[src/rtl/spart_rx_fifo.sv]
// SPART receive path: oversampled UART-style receiver with runtime baud divisor,
// parity mode and stop-bit count, feeding a receive FIFO with per-word error tags.
module spart_rx_fifo #(
  parameter int DATA_W     = 8,
  parameter int FIFO_DEPTH = 8,
  parameter int DIV_W      = 16
) (
  input  logic                          clk,
  input  logic                          rst_n,
  input  logic                          rxd,
  input  logic [DIV_W-1:0]              divisor,
  input  logic [1:0]                    parity_mode,
  input  logic                          two_stop,
  input  logic                          rx_rd,
  input  logic                          err_clr,
  output logic [DATA_W-1:0]             rx_data,
  output logic                          rx_perr,
  output logic                          rx_ferr,
  output logic                          rx_valid,
  output logic [$clog2(FIFO_DEPTH):0]   fifo_count,
  output logic                          err_overrun,
  output logic                          rx_busy,
  output logic [2:0]                    dbg_state
);

  localparam int AW    = $clog2(FIFO_DEPTH);
  localparam int CNT_W = AW + 1;
  localparam int WW    = DATA_W + 2;
  localparam logic [3:0]       LAST_BIT = 4'(DATA_W - 1);
  localparam logic [DIV_W-1:0] ONE      = DIV_W'(1);

  typedef enum logic [2:0] {
    S_IDLE   = 3'd0,
    S_START  = 3'd1,
    S_DATA   = 3'd2,
    S_PARITY = 3'd3,
    S_STOP1  = 3'd4,
    S_STOP2  = 3'd5
  } state_t;

  // Handshake: rx_valid means the head outputs hold a stored word; a cycle with
  // rx_valid and rx_rd both high pops it, rx_rd while empty is ignored.

  // ---------------------------------------------------------------- synchroniser
  logic       rxd_q1, rxd_q2, rxd_prev;
  logic [1:0] fill_q;
  logic       line_ok_q;
  logic       fall;

  // line_ok only rises once a genuine high level has passed through the
  // synchroniser, so a line held low across reset release cannot fake an edge.
  always_ff @(posedge clk or negedge rst_n) begin
    if (!rst_n) begin
      rxd_q1    <= 1'b1;
      rxd_q2    <= 1'b1;
      rxd_prev  <= 1'b1;
      fill_q    <= 2'd0;
      line_ok_q <= 1'b0;
    end else begin
      rxd_q1   <= rxd;
      rxd_q2   <= rxd_q1;
      rxd_prev <= rxd_q2;
      if (fill_q != 2'd2) fill_q <= fill_q + 2'd1;
      line_ok_q <= line_ok_q | ((fill_q == 2'd2) & rxd_q2);
    end
  end

  assign fall = line_ok_q & rxd_prev & ~rxd_q2;

  // ---------------------------------------------------------------- receiver FSM
  state_t            state_q, state_d;
  logic [DIV_W-1:0]  cnt_q, cnt_d;
  logic [3:0]        bit_q, bit_d;
  logic [DATA_W-1:0] shift_q;
  logic              perr_q, perr_d, ferr_q, ferr_d;
  logic [DIV_W-1:0]  div_q;
  logic [1:0]        pmode_q;
  logic              two_q;
  logic              tick, par_en, ld_cfg, shift_en, push;

  assign tick   = (cnt_q == '0);
  assign par_en = (pmode_q == 2'b01) || (pmode_q == 2'b10);

  always_comb begin
    state_d  = state_q;
    cnt_d    = tick ? cnt_q : cnt_q - ONE;
    bit_d    = bit_q;
    perr_d   = perr_q;
    ferr_d   = ferr_q;
    ld_cfg   = 1'b0;
    shift_en = 1'b0;
    push     = 1'b0;
    case (state_q)
      S_IDLE: begin
        if (fall) begin
          state_d = S_START;
          cnt_d   = (divisor >> 1) - ONE;
          bit_d   = 4'd0;
          perr_d  = 1'b0;
          ferr_d  = 1'b0;
          ld_cfg  = 1'b1;
        end
      end
      S_START: begin
        if (tick) begin
          cnt_d   = div_q - ONE;
          state_d = rxd_q2 ? S_IDLE : S_DATA;
        end
      end
      S_DATA: begin
        if (tick) begin
          shift_en = 1'b1;
          cnt_d    = div_q - ONE;
          if (bit_q == LAST_BIT) state_d = par_en ? S_PARITY : S_STOP1;
          else                   bit_d   = bit_q + 4'd1;
        end
      end
      S_PARITY: begin
        if (tick) begin
          cnt_d   = div_q - ONE;
          perr_d  = (pmode_q == 2'b10) ? ~(^shift_q ^ rxd_q2) : (^shift_q ^ rxd_q2);
          state_d = S_STOP1;
        end
      end
      S_STOP1: begin
        if (tick) begin
          cnt_d = div_q - ONE;
          if (!rxd_q2) ferr_d = 1'b1;
          if (two_q) begin
            state_d = S_STOP2;
          end else begin
            push    = 1'b1;
            state_d = S_IDLE;
          end
        end
      end
      S_STOP2: begin
        if (tick) begin
          if (!rxd_q2) ferr_d = 1'b1;
          push    = 1'b1;
          state_d = S_IDLE;
        end
      end
      default: state_d = S_IDLE;
    endcase
  end

  always_ff @(posedge clk or negedge rst_n) begin
    if (!rst_n) begin
      state_q <= S_IDLE;
      cnt_q   <= '0;
      bit_q   <= 4'd0;
      shift_q <= '0;
      perr_q  <= 1'b0;
      ferr_q  <= 1'b0;
      div_q   <= '0;
      pmode_q <= 2'b00;
      two_q   <= 1'b0;
    end else begin
      state_q <= state_d;
      cnt_q   <= cnt_d;
      bit_q   <= bit_d;
      perr_q  <= perr_d;
      ferr_q  <= ferr_d;
      if (shift_en) shift_q <= {rxd_q2, shift_q[DATA_W-1:1]};
      if (ld_cfg) begin
        div_q   <= divisor;
        pmode_q <= parity_mode;
        two_q   <= two_stop;
      end
    end
  end

  assign rx_busy   = (state_q != S_IDLE);
  assign dbg_state = state_q;

  // ---------------------------------------------------------------- receive FIFO
  logic [WW-1:0]    mem [FIFO_DEPTH];
  logic [AW-1:0]    wr_ptr, rd_ptr, rd_ptr_d;
  logic [CNT_W-1:0] count_q, count_d;
  logic             full, empty, pop, wr_en, ovr_set;
  logic [WW-1:0]    push_word, head_word;

  assign full      = (count_q == CNT_W'(FIFO_DEPTH));
  assign empty     = (count_q == '0);
  assign pop       = rx_rd & ~empty;
  assign wr_en     = push & (~full | pop);
  assign ovr_set   = push & full & ~pop;
  assign push_word = {ferr_d, perr_q, shift_q};
  assign rd_ptr_d  = pop ? rd_ptr + AW'(1) : rd_ptr;
  assign count_d   = count_q + CNT_W'(wr_en) - CNT_W'(pop);
  // A word written into the slot about to become head is forwarded directly.
  assign head_word = (wr_en && (wr_ptr == rd_ptr_d)) ? push_word : mem[rd_ptr_d];

  always_ff @(posedge clk) begin
    if (wr_en) mem[wr_ptr] <= push_word;
  end

  always_ff @(posedge clk or negedge rst_n) begin
    if (!rst_n) begin
      wr_ptr      <= '0;
      rd_ptr      <= '0;
      count_q     <= '0;
      err_overrun <= 1'b0;
      rx_data     <= '0;
      rx_perr     <= 1'b0;
      rx_ferr     <= 1'b0;
    end else begin
      if (wr_en) wr_ptr <= wr_ptr + AW'(1);
      rd_ptr  <= rd_ptr_d;
      count_q <= count_d;
      if (ovr_set)      err_overrun <= 1'b1;
      else if (err_clr) err_overrun <= 1'b0;
      if (count_d != '0) begin
        rx_data <= head_word[DATA_W-1:0];
        rx_perr <= head_word[DATA_W];
        rx_ferr <= head_word[DATA_W+1];
      end
    end
  end

  assign rx_valid   = ~empty;
  assign fifo_count = count_q;

endmodule

[config.mk]
export PLATFORM = sky130hd
export DESIGN_NAME = spart_rx_fifo
export DESIGN_NICKNAME = d
export VERILOG_FILES = /design/src/rtl/spart_rx_fifo.sv
export SDC_FILE = /design/constraint.sdc
export NUM_CORES = 1
export LEC_CHECK = 0
export ABC_AREA = 1
export CAP_MARGIN = 20
export CORE_MARGIN = 10
export CORE_UTILIZATION = 40
export DETAILED_ROUTE_END_ITERATION = 10
export GPL_ROUTABILITY_DRIVEN = 1
export GPL_TIMING_DRIVEN = 0
export REMOVE_ABC_BUFFERS = 1
export SYNTH_ARGS = -nofsm -noshare
export SYNTH_HDL_FRONTEND = slang
export SYNTH_SLANG_ARGS = --single-unit
[constraint.sdc]
create_clock -name clk -period 6.5 [get_ports clk]
set_clock_uncertainty 0.2 [all_clocks]
set_input_delay 0.65 -clock clk [delete_from_list [all_inputs] [get_ports clk]]
set_output_delay 0.65 -clock clk [all_outputs]
set_load 0.02 [all_outputs]
==> run_results.csv <==
group,metric,value,unit
clock_tree,clk_latency,0.42,ns
synth,yosysWarnings,0,
global_route,antenna_found_initial,0,
clock_tree,cts_tree,"yes",
synth,synth-edff-count,80,
timing,setup_tns,0,ns
timing,fmax,0.2510,GHz
global_route,grt_pass1_vias,6129,
critical_path,crit_arrival,4.10,ns
timing,maxSlewHeadroom,31.69,%
route,dr.pass1.iters,5,
critical_path,worstPathRequired,6.61,ns
floorplanning,start_util,40.96,%
critical_path,reg2regPathDepth,19,
clock_tree,post_cts.repair.setup_buffers,0,
synth,syn_area,8368,µm²
outcome,status,"finished, final reports clean",
timing,hold_viol_final,0,
route,routed_wl,19150,µm
route,drt_iter0_markers,399,
timing,finalCriticalPeriod,3.984,ns
route,detail-route-antenna-nets,0,
synth,synth_commonest_cells,"220 x nand2_1, 167 x inv_1, 140 x nand3_1",
critical_path,slowest_delay,0.46,ns
route,vias_per_cell,4.834,
clock_tree,cts.sinks,159,
critical_path,cp-end-kind,"register",
cells_and_area,area_delta_synth_final,15.95,%
timing,fin_crit_sh,61.30,%
synth,synthArstFlopShare,49.69,%
synth,ys_seq_area_share,52.38,%
critical_path,slowest_stage,"clkinv_1",
cells_and_area,nets,1053,
place,io_buffers,43,
place,dp_hpwl,13400,µm
synth,synth_cell_types,45,
clock_tree,cts_resized,0,
place,gp_congestion,0.8758,
route,num_vias,6274,
critical_path,cp-start-kind,"register",
run,max_cap_viol_count,0,
pwr,pwr_density_cell,415.2,nW/µm²
worst_hold_path,hold_path_class,"input port to async pin",
critical_path,path_common_cell,"nand2_1",
floorplanning,die_w,164.6,µm
timing,setup_violations,0,
floorplanning,die_h,164.6,µm
synth,post-synth-top-count-cell,"nand2_1",
critical_path,reg2reg_to,"rx_data[6]",
clock_tree,htreeDepth,4,
critical_path,path_class,"register to register",
synth,ys_ff_latch,159,
timing,rsz0062_at_grt,"false",
clock_tree,path_clk_slew,0.06,ns
cells_and_area,drive_gt1_share,8.658,%
clock_tree,root_buffer,"clkbuf_16",
synth,synth_top_area_share,28.71,%
floorplanning,die_area,27100,µm²
pwr,p_leak,4.489,nW
synth,yosys.area.top_type,"edfxtp_1",
global_route,grt_overflow,0,
critical_path,rrSetupSlack,2.52,ns
critical_path,crit_path_max_fanout,15,
timing,worstMarginPinSlew,1.022,ns
clock_tree,clockBufferDepth,2,
synth,synth.area.top_cells,"edfxtp_1 29%, dfrtp_1 23%, nand2_1 9.9%",
global_route,grt.total_usage,14.50,%
global_route,grt_max_degree,44,
pwr,total_power,4.029,mW
floorplanning,core-area,20430,µm²
critical_path,worstPathCellList,"inv_1 -> ha_1 -> nand2_2 -> nor2_4 -> nand3_4 -> nor2_4 -> nand2_4 -> inv_1 -> nand2_1 -> nand2_1 -> ha_1 -> inv_1 -> fa_1 -> xnor2_1 -> nor3_1 -> nand3_1 -> clkinv_1 -> nand2_1 -> nand2_1",
synth,synth_top_flop_cell,"edfxtp_1",
synth,syn-instance-count,971,
synth,syn_area_per_cell,8.618,µm²
clock_tree,postCtsHoldBufs,0,
clock_tree,cts_made_buffers,17,
floorplanning,ios,44,
global_route,grt_pass1_wl,30800,µm
critical_path,rr_startpoint,"cnt_q[0]",
pwr,ir_drop,0.1713,mV
floorplanning,row_count,52,
cells_and_area,antenna_cells,0,
route,wl_per_cell,14.76,µm
route,drc,0,
timing,final_max_slew_viol_count,0,
==> worst max-delay path, delay by kind of cell (launching register included) <==
family	cells	cell delay, ns
and+or+nand+nor	11	1.58
adders and majority gates	3	0.73
DFF	1	0.39
xor gates and xnor gates	1	0.20
buffers and inverters	4	0.73
==> sequential cells by signal (all words and copies together), names as in the netlist <==
signal / cells
bit_q: 4
rxd_prev: 1
div_q: 16
rd_ptr: 3
perr_q: 1
shift_q: 8
cnt_q: 16
rxd_q1: 1
pmode_q: 2
ferr_q: 1
err_overrun: 1
rx_perr: 1
rx_data: 8
two_q: 1
rx_ferr: 1
wr_ptr: 3
dbg_state: 3
line_ok_q: 1
mem: 80
fifo_count: 4
fill_q: 2
rxd_q2: 1
==> area by class of cell <==
type | count | area, µm²
Timing Repair Buffer | 50 | 504.2
Inverter | 173 | 649.4
Clock inverter | 13 | 142.6
Multi-Input combinational cell | 614 | 3233
Tap cell | 270 | 337.8
Clock buffer | 19 | 452.9
Fill cell | 1978 | 10730
Sequential cell | 159 | 4383
==> metrics by stage <==
step	std cells	hold slack [ns]	setup slack (ns)	instance area, µm²	util [%]
global route	1298	0.02978	2.147	9703	47.50
global placement	1259	0.1477	1.595	9004	44.07
CTS	1297	0.01297	2.479	9698	47.47
floorplan	946	0.1452	3.342	8235	-
detailed placement	1265	0.1479	2.263	9102	44.56
finish	1298	0.006387	2.516	9703	47.50
==> worst max-delay path by stage <==
| stage | startpoint | end | slack (ns) | depth (start not counted) |
|---|---|---|---|---|
| floorplan | cnt_q[0] | rx_data[0] | 3.34 | 19 |
| global placement | rst_n | rd_ptr[2] | 1.59 | 1 |
| detailed placement | rx_rd | rx_data[4] | 2.26 | 10 |
| CTS | cnt_q[0] | rx_data[6] | 2.48 | 19 |
| global route | cnt_q[0] | rx_data[2] | 2.15 | 19 |
| finish | cnt_q[0] | rx_data[6] | 2.52 | 19 |
==> routing by layer <==
layer / GRT usage (%) / vias to the layer above / share of wire, % / routed length, µm
met2: 26.56 / 122 / 51 / 9847
met3: 2.938 / 15 / 3.7 / 705
met4: 4.308 / 0 / 1.1 / 215
met1: 16.63 / 2894 / 44 / 8384
li1: - / 3243 / - / -
met5: 0 / - / 0 / 0
==> logic make-up after synthesis <==
logic type               share of synthesized area (%)
AND/OR/NAND/NOR                                  25.61
buffers and inverters                            9.345
flip-flops                                       52.38
AO/OA/AOI/OAI                                    6.161
XOR/XNOR                                         3.245
adder cells (fa/ha/maj)                          2.183
multiplexers                                     1.077
==> cells in the final DEF, fill, tap and decap left out, types with 11 or more instances in the layout <==
cell type        instances
ha_1                    13
clkbuf_16               17
nor3_1                  11
dfrtp_1                 76
nand2_1                220
nand4_1                 11
xor2_1                  23
edfxtp_1                80
inv_1                  167
a21oi_1                 14
nand3_1                140
nor2_1                  55
clkdlybuf4s50_1         42
o21ai_0                 47
==> power breakdown <==
group / leakage [nW] / switching (mW) / total (mW) / internal, mW
combinational: 2.51 / 1.08 / 1.65 / 0.571
clock: 0.295 / 0.390 / 1.01 / 0.617
sequential: 1.69 / 0.139 / 1.37 / 1.23
total: 4.49 / 1.61 / 4.03 / 2.42
Power figures use the tool's default switching activity.
